<file path="config.mk">
export PLATFORM = sky130hd
export DESIGN_NAME = rv32i_multicycle_controller
export DESIGN_NICKNAME = d
export VERILOG_FILES = /design/src/rtl/rv32i_multicycle_controller_pkg.sv /design/src/rtl/rv32i_multicycle_controller_alu_decoder.sv /design/src/rtl/rv32i_multicycle_controller.sv
export SDC_FILE = /design/constraint.sdc
export NUM_CORES = 1
export LEC_CHECK = 0
export ABC_AREA = 1
export CAP_MARGIN = 20
export CORE_MARGIN = 1.5
export CORE_UTILIZATION = 43
export DETAILED_ROUTE_END_ITERATION = 12
export PLACE_DENSITY = 0.84
export REMOVE_ABC_BUFFERS = 1
export SYNTH_ARGS = -nofsm -noshare
export SYNTH_HDL_FRONTEND = slang
export SYNTH_SLANG_ARGS = --single-unit
</file>
<file path="constraint.sdc">
create_clock -name clk -period 2.41 [get_ports clk]
set_input_delay 0.241 -clock clk [delete_from_list [all_inputs] [get_ports clk]]
set_output_delay 0.241 -clock clk [all_outputs]
set_load 0.01 [all_outputs]
</file>
<file path="src/rtl/rv32i_multicycle_controller_pkg.sv">
// Shared types for the multicycle RV32I control unit: FSM states, datapath
// select encodings, ALU operations, opcode constants and branch resolution.
package rv32i_multicycle_controller_pkg;

    localparam logic [6:0] OP_LOAD   = 7'b0000011;
    localparam logic [6:0] OP_STORE  = 7'b0100011;
    localparam logic [6:0] OP_R      = 7'b0110011;
    localparam logic [6:0] OP_I      = 7'b0010011;
    localparam logic [6:0] OP_BRANCH = 7'b1100011;
    localparam logic [6:0] OP_JAL    = 7'b1101111;
    localparam logic [6:0] OP_JALR   = 7'b1100111;
    localparam logic [6:0] OP_LUI    = 7'b0110111;
    localparam logic [6:0] OP_AUIPC  = 7'b0010111;

    typedef enum logic [3:0] {
        S_FETCH     = 4'd0,
        S_DECODE    = 4'd1,
        S_MEM_ADR   = 4'd2,
        S_MEM_READ  = 4'd3,
        S_MEM_WB    = 4'd4,
        S_MEM_WRITE = 4'd5,
        S_EXEC_R    = 4'd6,
        S_EXEC_I    = 4'd7,
        S_ALU_WB    = 4'd8,
        S_BRANCH    = 4'd9,
        S_JAL       = 4'd10,
        S_JALR_TGT  = 4'd11,
        S_LUI       = 4'd12,
        S_AUIPC     = 4'd13
    } ctrl_state_t;

    typedef enum logic [1:0] {SRC_A_PC, SRC_A_OLD_PC, SRC_A_REG, SRC_A_ZERO} alu_src_a_t;
    typedef enum logic [1:0] {SRC_B_REG, SRC_B_IMM, SRC_B_FOUR} alu_src_b_t;
    typedef enum logic [1:0] {RES_ALU_OUT, RES_DATA, RES_ALU_RESULT} res_src_t;
    typedef enum logic [2:0] {IMM_I, IMM_S, IMM_B, IMM_J, IMM_U} imm_src_t;
    typedef enum logic [1:0] {ALUOP_ADD, ALUOP_BRANCH, ALUOP_FUNCT} alu_op_t;

    typedef enum logic [3:0] {
        ALU_ADD, ALU_SUB, ALU_SLL, ALU_SLT, ALU_SLTU,
        ALU_XOR, ALU_SRL, ALU_SRA, ALU_OR, ALU_AND
    } alu_control_t;

    // Branch compare runs SUB (BEQ/BNE) or SLT/SLTU (others); funct3 01x is reserved.
    function automatic logic branch_taken(input logic [2:0] funct3,
                                          input logic zero, input logic lsb);
        case (funct3)
            3'b000:          return zero;
            3'b001:          return !zero;
            3'b100, 3'b110:  return lsb;
            3'b101, 3'b111:  return !lsb;
            default:         return 1'b0;
        endcase
    endfunction

endpackage

</file>
<file path="src/rtl/rv32i_multicycle_controller_alu_decoder.sv">
// ALU decoder: maps the controller's coarse ALU op plus instruction fields to
// a concrete ALU operation. Purely combinational.
module rv32i_alu_decoder
    import rv32i_multicycle_controller_pkg::*;
(
    input  alu_op_t      alu_op_i,
    input  logic [2:0]   funct3_i,
    input  logic         op5_i,
    input  logic         funct7b5_i,
    output alu_control_t alu_control_o
);

    always_comb begin
        alu_control_o = ALU_ADD;
        case (alu_op_i)
            ALUOP_BRANCH: begin
                case (funct3_i[2:1])
                    2'b10:   alu_control_o = ALU_SLT;
                    2'b11:   alu_control_o = ALU_SLTU;
                    default: alu_control_o = ALU_SUB;
                endcase
            end
            ALUOP_FUNCT: begin
                // op[5] separates R-type SUB from ADDI, whose imm may set bit 30.
                case (funct3_i)
                    3'b000:  alu_control_o = (op5_i && funct7b5_i) ? ALU_SUB : ALU_ADD;
                    3'b001:  alu_control_o = ALU_SLL;
                    3'b010:  alu_control_o = ALU_SLT;
                    3'b011:  alu_control_o = ALU_SLTU;
                    3'b100:  alu_control_o = ALU_XOR;
                    3'b101:  alu_control_o = funct7b5_i ? ALU_SRA : ALU_SRL;
                    3'b110:  alu_control_o = ALU_OR;
                    default: alu_control_o = ALU_AND;
                endcase
            end
            default: alu_control_o = ALU_ADD;
        endcase
    end

endmodule

</file>
<file path="src/rtl/rv32i_multicycle_controller.sv">
// Main control FSM of the multicycle RV32I core: sequences fetch, decode,
// execute, memory and writeback over the shared datapath.
module rv32i_multicycle_controller
    import rv32i_multicycle_controller_pkg::*;
(
    input  logic         clk,
    input  logic         rst,
    input  logic         ena,
    input  logic [6:0]   op,
    input  logic [2:0]   funct3,
    input  logic         funct7b5,
    input  logic         zero,
    input  logic         alu_lsb,
    output logic         pc_write,
    output logic         adr_src,
    output logic         mem_write,
    output logic         ir_write,
    output logic         reg_write,
    output alu_src_a_t   alu_src_a,
    output alu_src_b_t   alu_src_b,
    output res_src_t     res_src,
    output imm_src_t     imm_src,
    output alu_control_t alu_control,
    output logic         illegal,
    output logic [3:0]   state_dbg
);

    ctrl_state_t state_q, state_d;
    alu_op_t     aluOp;
    logic        pcWr, memWr, irWr, regWr, illegalRaw;
    logic        wrEn;

    always_ff @(posedge clk) begin
        if (rst)
            state_q <= S_FETCH;
        else if (ena)
            state_q <= state_d;
    end

    always_comb begin
        state_d    = state_q;
        pcWr       = 1'b0;
        memWr      = 1'b0;
        irWr       = 1'b0;
        regWr      = 1'b0;
        illegalRaw = 1'b0;
        adr_src    = 1'b0;
        alu_src_a  = SRC_A_PC;
        alu_src_b  = SRC_B_FOUR;
        res_src    = RES_ALU_RESULT;
        aluOp      = ALUOP_ADD;
        case (state_q)
            S_FETCH: begin
                irWr    = 1'b1;
                pcWr    = 1'b1;
                state_d = S_DECODE;
            end
            S_DECODE: begin
                alu_src_a = SRC_A_OLD_PC;
                alu_src_b = SRC_B_IMM;
                case (op)
                    OP_LOAD, OP_STORE: state_d = S_MEM_ADR;
                    OP_R:              state_d = S_EXEC_R;
                    OP_I:              state_d = S_EXEC_I;
                    OP_BRANCH:         state_d = S_BRANCH;
                    OP_JAL:            state_d = S_JAL;
                    OP_JALR:           state_d = S_JALR_TGT;
                    OP_LUI:            state_d = S_LUI;
                    OP_AUIPC:          state_d = S_AUIPC;
                    default: begin
                        illegalRaw = 1'b1;
                        state_d    = S_FETCH;
                    end
                endcase
            end
            S_MEM_ADR: begin
                alu_src_a = SRC_A_REG;
                alu_src_b = SRC_B_IMM;
                state_d   = (op == OP_LOAD) ? S_MEM_READ : S_MEM_WRITE;
            end
            S_MEM_READ: begin
                res_src = RES_ALU_OUT;
                adr_src = 1'b1;
                state_d = S_MEM_WB;
            end
            S_MEM_WB: begin
                res_src = RES_DATA;
                regWr   = 1'b1;
                state_d = S_FETCH;
            end
            S_MEM_WRITE: begin
                res_src = RES_ALU_OUT;
                adr_src = 1'b1;
                memWr   = 1'b1;
                state_d = S_FETCH;
            end
            S_EXEC_R, S_EXEC_I: begin
                alu_src_a = SRC_A_REG;
                alu_src_b = (state_q == S_EXEC_R) ? SRC_B_REG : SRC_B_IMM;
                aluOp     = ALUOP_FUNCT;
                state_d   = S_ALU_WB;
            end
            S_LUI, S_AUIPC: begin
                alu_src_a = (state_q == S_LUI) ? SRC_A_ZERO : SRC_A_OLD_PC;
                alu_src_b = SRC_B_IMM;
                state_d   = S_ALU_WB;
            end
            S_ALU_WB: begin
                res_src = RES_ALU_OUT;
                regWr   = 1'b1;
                state_d = S_FETCH;
            end
            S_BRANCH: begin
                alu_src_a = SRC_A_REG;
                alu_src_b = SRC_B_REG;
                aluOp     = ALUOP_BRANCH;
                res_src   = RES_ALU_OUT;
                pcWr      = branch_taken(funct3, zero, alu_lsb);
                state_d   = S_FETCH;
            end
            S_JALR_TGT: begin
                alu_src_a = SRC_A_REG;
                alu_src_b = SRC_B_IMM;
                state_d   = S_JAL;
            end
            S_JAL: begin
                // alu_out holds the jump target; the ALU forms the link address.
                alu_src_a = SRC_A_OLD_PC;
                res_src   = RES_ALU_OUT;
                pcWr      = 1'b1;
                state_d   = S_ALU_WB;
            end
            default: state_d = S_FETCH;
        endcase
    end

    always_comb begin
        case (op)
            OP_STORE:         imm_src = IMM_S;
            OP_BRANCH:        imm_src = IMM_B;
            OP_JAL:           imm_src = IMM_J;
            OP_LUI, OP_AUIPC: imm_src = IMM_U;
            default:          imm_src = IMM_I;
        endcase
    end

    rv32i_alu_decoder u_alu_decoder (
        .alu_op_i      (aluOp),
        .funct3_i      (funct3),
        .op5_i         (op[5]),
        .funct7b5_i    (funct7b5),
        .alu_control_o (alu_control)
    );

    // Stalls and reset suppress every side effect but leave selects visible.
    assign wrEn      = ena && !rst;
    assign pc_write  = pcWr && wrEn;
    assign mem_write = memWr && wrEn;
    assign ir_write  = irWr && wrEn;
    assign reg_write = regWr && wrEn;
    assign illegal   = illegalRaw && wrEn;
    assign state_dbg = state_q;

endmodule

</file>
; Word level (Yosys, flattened, before mapping)
; Cells that the tools add are included.
[totals]
ff_bits = 4
latch_bits = 0
ramBits = 0
romBits = 0
out_inout_bits = 23
mem_count = 0
[op_classes]
n_addsub = 0
n_mul = 0
n_div = 0
magnitude_cmp = 0
eq_ne = 33
n_shift = 0
mux = 23
n_bitwise = 0
n_reduce_logical = 27
[op_table]
columns = operator, n
row1 = one-hot mux 4 bit (8 select lines), 1
row2 = one-hot mux 4 bit (7 select lines), 1
row3 = "== test 4 bit, second input constant", 6
row4 = one-hot mux 4 bit (6 select lines), 1
row5 = "== test 7 x 6 -> 1 bit, second input constant", 3
row6 = "== test 7 bit, second input constant", 3
row7 = OR reduction 2 bit, 10
row8 = OR reduction 5 bit, 4
row9 = "== test 4 x 3 -> 1 bit, second input constant", 4
row10 = "== test 7 x 5 -> 1 bit, second input constant", 2
row11 = "== test 3 bit, second input constant", 4
row12 = one-hot mux 2 bit (3 select lines), 2
row13 = one-hot mux 3 bit (4 select lines), 1
row14 = two-way mux 1 bit, 9
row15 = OR reduction 9 bit, 1
row16 = "== test 4 x 2 -> 1 bit, second input constant", 2
row17 = one-hot mux 2 bit (2 select lines), 2
row18 = one-hot mux 4 bit (2 select lines), 1
row19 = "== test 7 x 2 -> 1 bit, second input constant", 1
row20 = logical AND 1 bit, 7
row21 = "== test 2 bit, second input constant", 3
row22 = "== test 3 x 2 -> 1 bit, second input constant", 2
row23 = one-hot mux 3 bit (2 select lines), 1
row24 = "== test 4 x 1 -> 1 bit, second input constant", 1
row25 = 9 further kinds, 11

; Depth between registers and ports, before layout
[depth]
ltp_word = 5
mapped_depth = 10
mapped_depth_nobuf = 10

; By module
; Synthesis repeated with hierarchy kept, for this count alone.
[unflattened]
hier_cells = 144
area_unflattened_um2 = 754.5
[by_module_without_submodules]
columns = mod, instances, cells_per_inst, area_each_um2, seq_area_each_um2
row1 = rv32i_multicycle_controller, 1, 115, 599.3, 80.1
row2 = rv32i_alu_decoder, 1, 29, 155.1, 0.0

; Worst setup path after synthesis
; No wires, ideal clock.
[synth_path]
kind = register -> output
from = register state_q[1] (netlist: state_dbg[1])
to = output port alu_control[0]
arrival_time_ns = 1.316
required_time_ns = 2.169
path_slack_ns = 0.853
path_stages_with_launch = 8
path_cell_list = dfxtp_1 > buf_6 > inv_2 > nand2_4 > nor2_2 > inv_1 > ha_1 > a21oi_1
[synth_between]
elab_chain_len = 5
[synth_lines]
columns = item, line_no
row1 = start: declaration, rv32i_multicycle_controller.sv:28  ; ctrl_state_t state_q, state_d;
row2 = start signal: assignment, rv32i_multicycle_controller.sv:37  ; state_q <= state_d;
row3 = == test 4 x 3 -> 1 bit, rv32i_multicycle_controller.sv:52  ; case (state_q)
row4 = OR reduction 2 bit, --
row5 = one-hot mux 2 bit (2 select lines) *, rv32i_multicycle_controller.sv:52
row6 = == test 2 bit or == test 2 x 1 -> 1 bit (tied branches), rv32i_multicycle_controller_alu_decoder.sv:15  ; case (alu_op_i)
row7 = one-hot mux 4 bit (2 select lines) *, rv32i_multicycle_controller_alu_decoder.sv:15
row8 = end: declaration, rv32i_multicycle_controller.sv:23  ; output alu_control_t alu_control,
; Every way passes the cells marked *; elsewhere a longest branch is shown, timed or not.

; Worst setup path after layout
[layout_path]
from = register state_q[2] (netlist: state_dbg[2])
to = output port alu_control[1]
; The elaborated chain is that of the path after synthesis.

==> run_results.csv <==
group,metric,value,unit
critical_path,worst-path-buf-inv,3,
route,wl_per_cell,11.4,microns
logic_synthesis,synth-main-ff-cell,"dfxtp_1",
critical_path,slowest_stage,"clkdlybuf4s50_1",
sta,finalCritPeriodShare,95.7,%
route,drt_iter0_drc,9,
die,initial_core_util,45.8,%
final_layout,regArea,81.3,sq um
logic_synthesis,ys_top_cells_by_count,"nand2_1, nor2_1, nand3_1",
power,peakVddDrop,356,uV
clock_tree,postCtsHoldBufs,0,
die,core,1730,sq um
logic_synthesis,synth_edf_count,0,
clock_tree,cts_made_buffers,3,
logic_synthesis,synth.most_common_cell,"nand2_1",
sta,drv_slew,0,
die,die_y,45.9,microns
min_path,min_from,"state_dbg[3]$_SDFFE_PP0P_",
clock_tree,h-tree-depth,1,
sta,min_period,2.31,ns
logic_synthesis,seq_area_frac_synth,10.1,%
critical_path,cp_max_fo,6,
min_path,whs_endpoint,"state_dbg[3]$_SDFFE_PP0P_",
route,drtAntennaViolNets,0,
final_layout,largest_reg_flops,4,
logic_synthesis,syn_inst,144,
logic_synthesis,syn_avg_cell_area,5.49,sq um
clock_tree,clkTransAtPathRegs,0.04,ns
final_layout,final_cell_area,1210,sq um
critical_path,cp_slowest_stage_delay,0.55,ns
final_layout,nets,204,
sta,slew_headroom,80.9,%
clock_tree,root_buffer,"clkbuf_4",
logic_synthesis,synthDistinctLibCells,29,
route,finalWirelength,2380,microns
final_layout,n_antenna_cell,0,
critical_path,path_class,"reg2out",
logic_synthesis,syn_area,791,sq um
power,leakagePower,0.521,nW
global_route,antenna_found_initial,0,
critical_path,r2r_cells,7,
placed_design,dp_hpwl,1890,microns
global_route,grt_pass1_wl,3720,microns
global_route,grt_overflow,0,
final_layout,area_growth,53.5,%
final_layout,multi_input_area,596,sq um
route,vias,1056,
route,drc_errors,0,
die,die_area,2110,sq um
sta,tns,0,ns
min_path,hold_class,"reg2reg",
logic_synthesis,synth_area_leaders,"nand2_1, dfxtp_1, nand3_1",
critical_path,crit_path_end_kind,"output port",
logic_synthesis,yosysWarnings,0,
logic_synthesis,yosysTopAreaCell,"nand2_1",
sta,rsz0062_at_grt,"no",
min_path,min_path_cells,2,
critical_path,required,2.17,ns
global_route,track_usage,23.7,%
final_layout,drive_above_1_share,16.8,%
clock_tree,cts.path.max_buffers,2,
logic_synthesis,synth_top_area_share,17.6,%
die,io_pins,39,
sta,finClkSkew,0.00739,ns
clock_tree,insertion_delay,0.24,ns
critical_path,rrSetupSlack,1.11,ns
placed_design,place_congestion,0.863,
critical_path,r2r-start,"state_dbg[2]$_SDFFE_PP0P_",
route,routed_via_density,5.05,
critical_path,worstPathCellList,"inv_2, nand2_2, nor2_2, inv_1, ha_1, a21oi_1, clkdlybuf4s50_1",
critical_path,critPathLaunchType,"flop",
final_layout,final_core_util,70.3,%
critical_path,critical-path-top-delay-family,"buffers and inverters",
sta,finalHoldViolations,0,
sta,fmax,0.434,GHz
clock_tree,cts_tree,"yes",
clock_tree,cts_num_sinks,4,
placed_design,placed_area,1190,sq um
run_status,status,"finished clean",
placed_design,numPortBuffers,38,
sta,setup_viol_count_final,0,
logic_synthesis,async_reset_ff_share,0,%
global_route,grt_pass1_vias,947,
sta,whs,0.548,ns
die,std_cell_rows,15,
power,p_per_area,225,nW/um^2
job,cap_viol_max_count,0,
power,p_total,0.274,mW
global_route,grt_max_degree,11,
critical_path,r2r-end,"state_dbg[3]$_SDFFE_PP0P_",
die,dieWidth,45.9,microns
critical_path,cp_data_arrival_time,2.07,ns
sta,tightest_slew,0.284,ns
route,drt_pre_antenna_iters,5,
logic_synthesis,ys_ff_latch,4,
final_layout,n_fill_cell,160,
==> layout by cell type (no fill, tap or decap), drive strengths merged, types with 3 or more instances in the layout <==
cell	count
clkdlybuf4s50	38
a21oi	11
nand3	16
o21ai	5
dfxtp	4
nor2	23
nor3	3
inv	22
nand2	42
clkbuf	3
==> per-stage QoR <==
step	std cells	worst slack (ns)
global placement	206	0.176
CTS	209	0.0782
detailed placement	206	0.126
floorplan	141	0.805
global route	209	0.00129
finish	209	0.103
==> where the power goes <==
| part | internal (mW) | switching (mW) | leakage [nW] | total [mW] |
|---|---|---|---|---|
| Clock | 0.0560 | 0.0316 | 0.0138 | 0.0876 |
| Sequential | 0.0681 | 0.00161 | 0.0330 | 0.0697 |
| Combinational | 0.0567 | 0.0595 | 0.474 | 0.116 |
| Total | 0.181 | 0.0928 | 0.521 | 0.274 |
==> kinds of logic (layout without fill, tap and decap cells) <==
group,count (synthesis),after routing,synth area share (%)
AND/OR/NAND/NOR,87,87,52.4
buffers and inverters,26,66,14.6
AO/OA/AOI/OAI,24,24,18.7
flip-flops,4,4,10.1
adder cells (fa/ha/maj),2,2,3.16
XOR/XNOR,1,1,1.11
==> cell type report <==
cell class              instances  area share (%)
clock buffers                   3            1.86
inverters                      23            7.22
multi-input cells             114            49.1
flip-flops and latches          4            6.70
well taps                      25            2.58
repair buffers                 40            32.6
==> worst max-delay path by stage <==
stage	endpoint	slack, ns	depth (start not counted)	from
2_1_floorplan	alu_control[0]	0.81	5	state_dbg[0]$_SDFFE_PP0P_
3_3_place_gp	alu_control[0]	0.18	6	funct3[2]
3_5_place_dp	alu_control[0]	0.13	6	funct3[2]
4_1_cts	alu_control[0]	0.08	7	state_dbg[2]$_SDFFE_PP0P_
5_1_grt	alu_control[0]	0.001	7	state_dbg[2]$_SDFFE_PP0P_
6_report	alu_control[1]	0.10	7	state_dbg[2]$_SDFFE_PP0P_
==> repair_timing <==
item                                    4_1_cts  5_1_grt
gates resized for setup                       0        1
buffers inserted                              0        0
endpoints found under the setup margin        0        2
==> worst min-delay path: stages, from the launching register on <==
cell	delay (ns)
dfxtp_2	0.34
nand2_1	0.10
a21oi_2	0.06
==> layer usage <==
metal,GRT usage [%],up-vias,routed length [microns]
met3,3.97,4,120
met4,9.71,0,34
met1,28.0,467,1040
met5,0,-,0
met2,41.7,35,1190
li1,-,550,-
No activity file was read; power rests on OpenSTA's default activity.
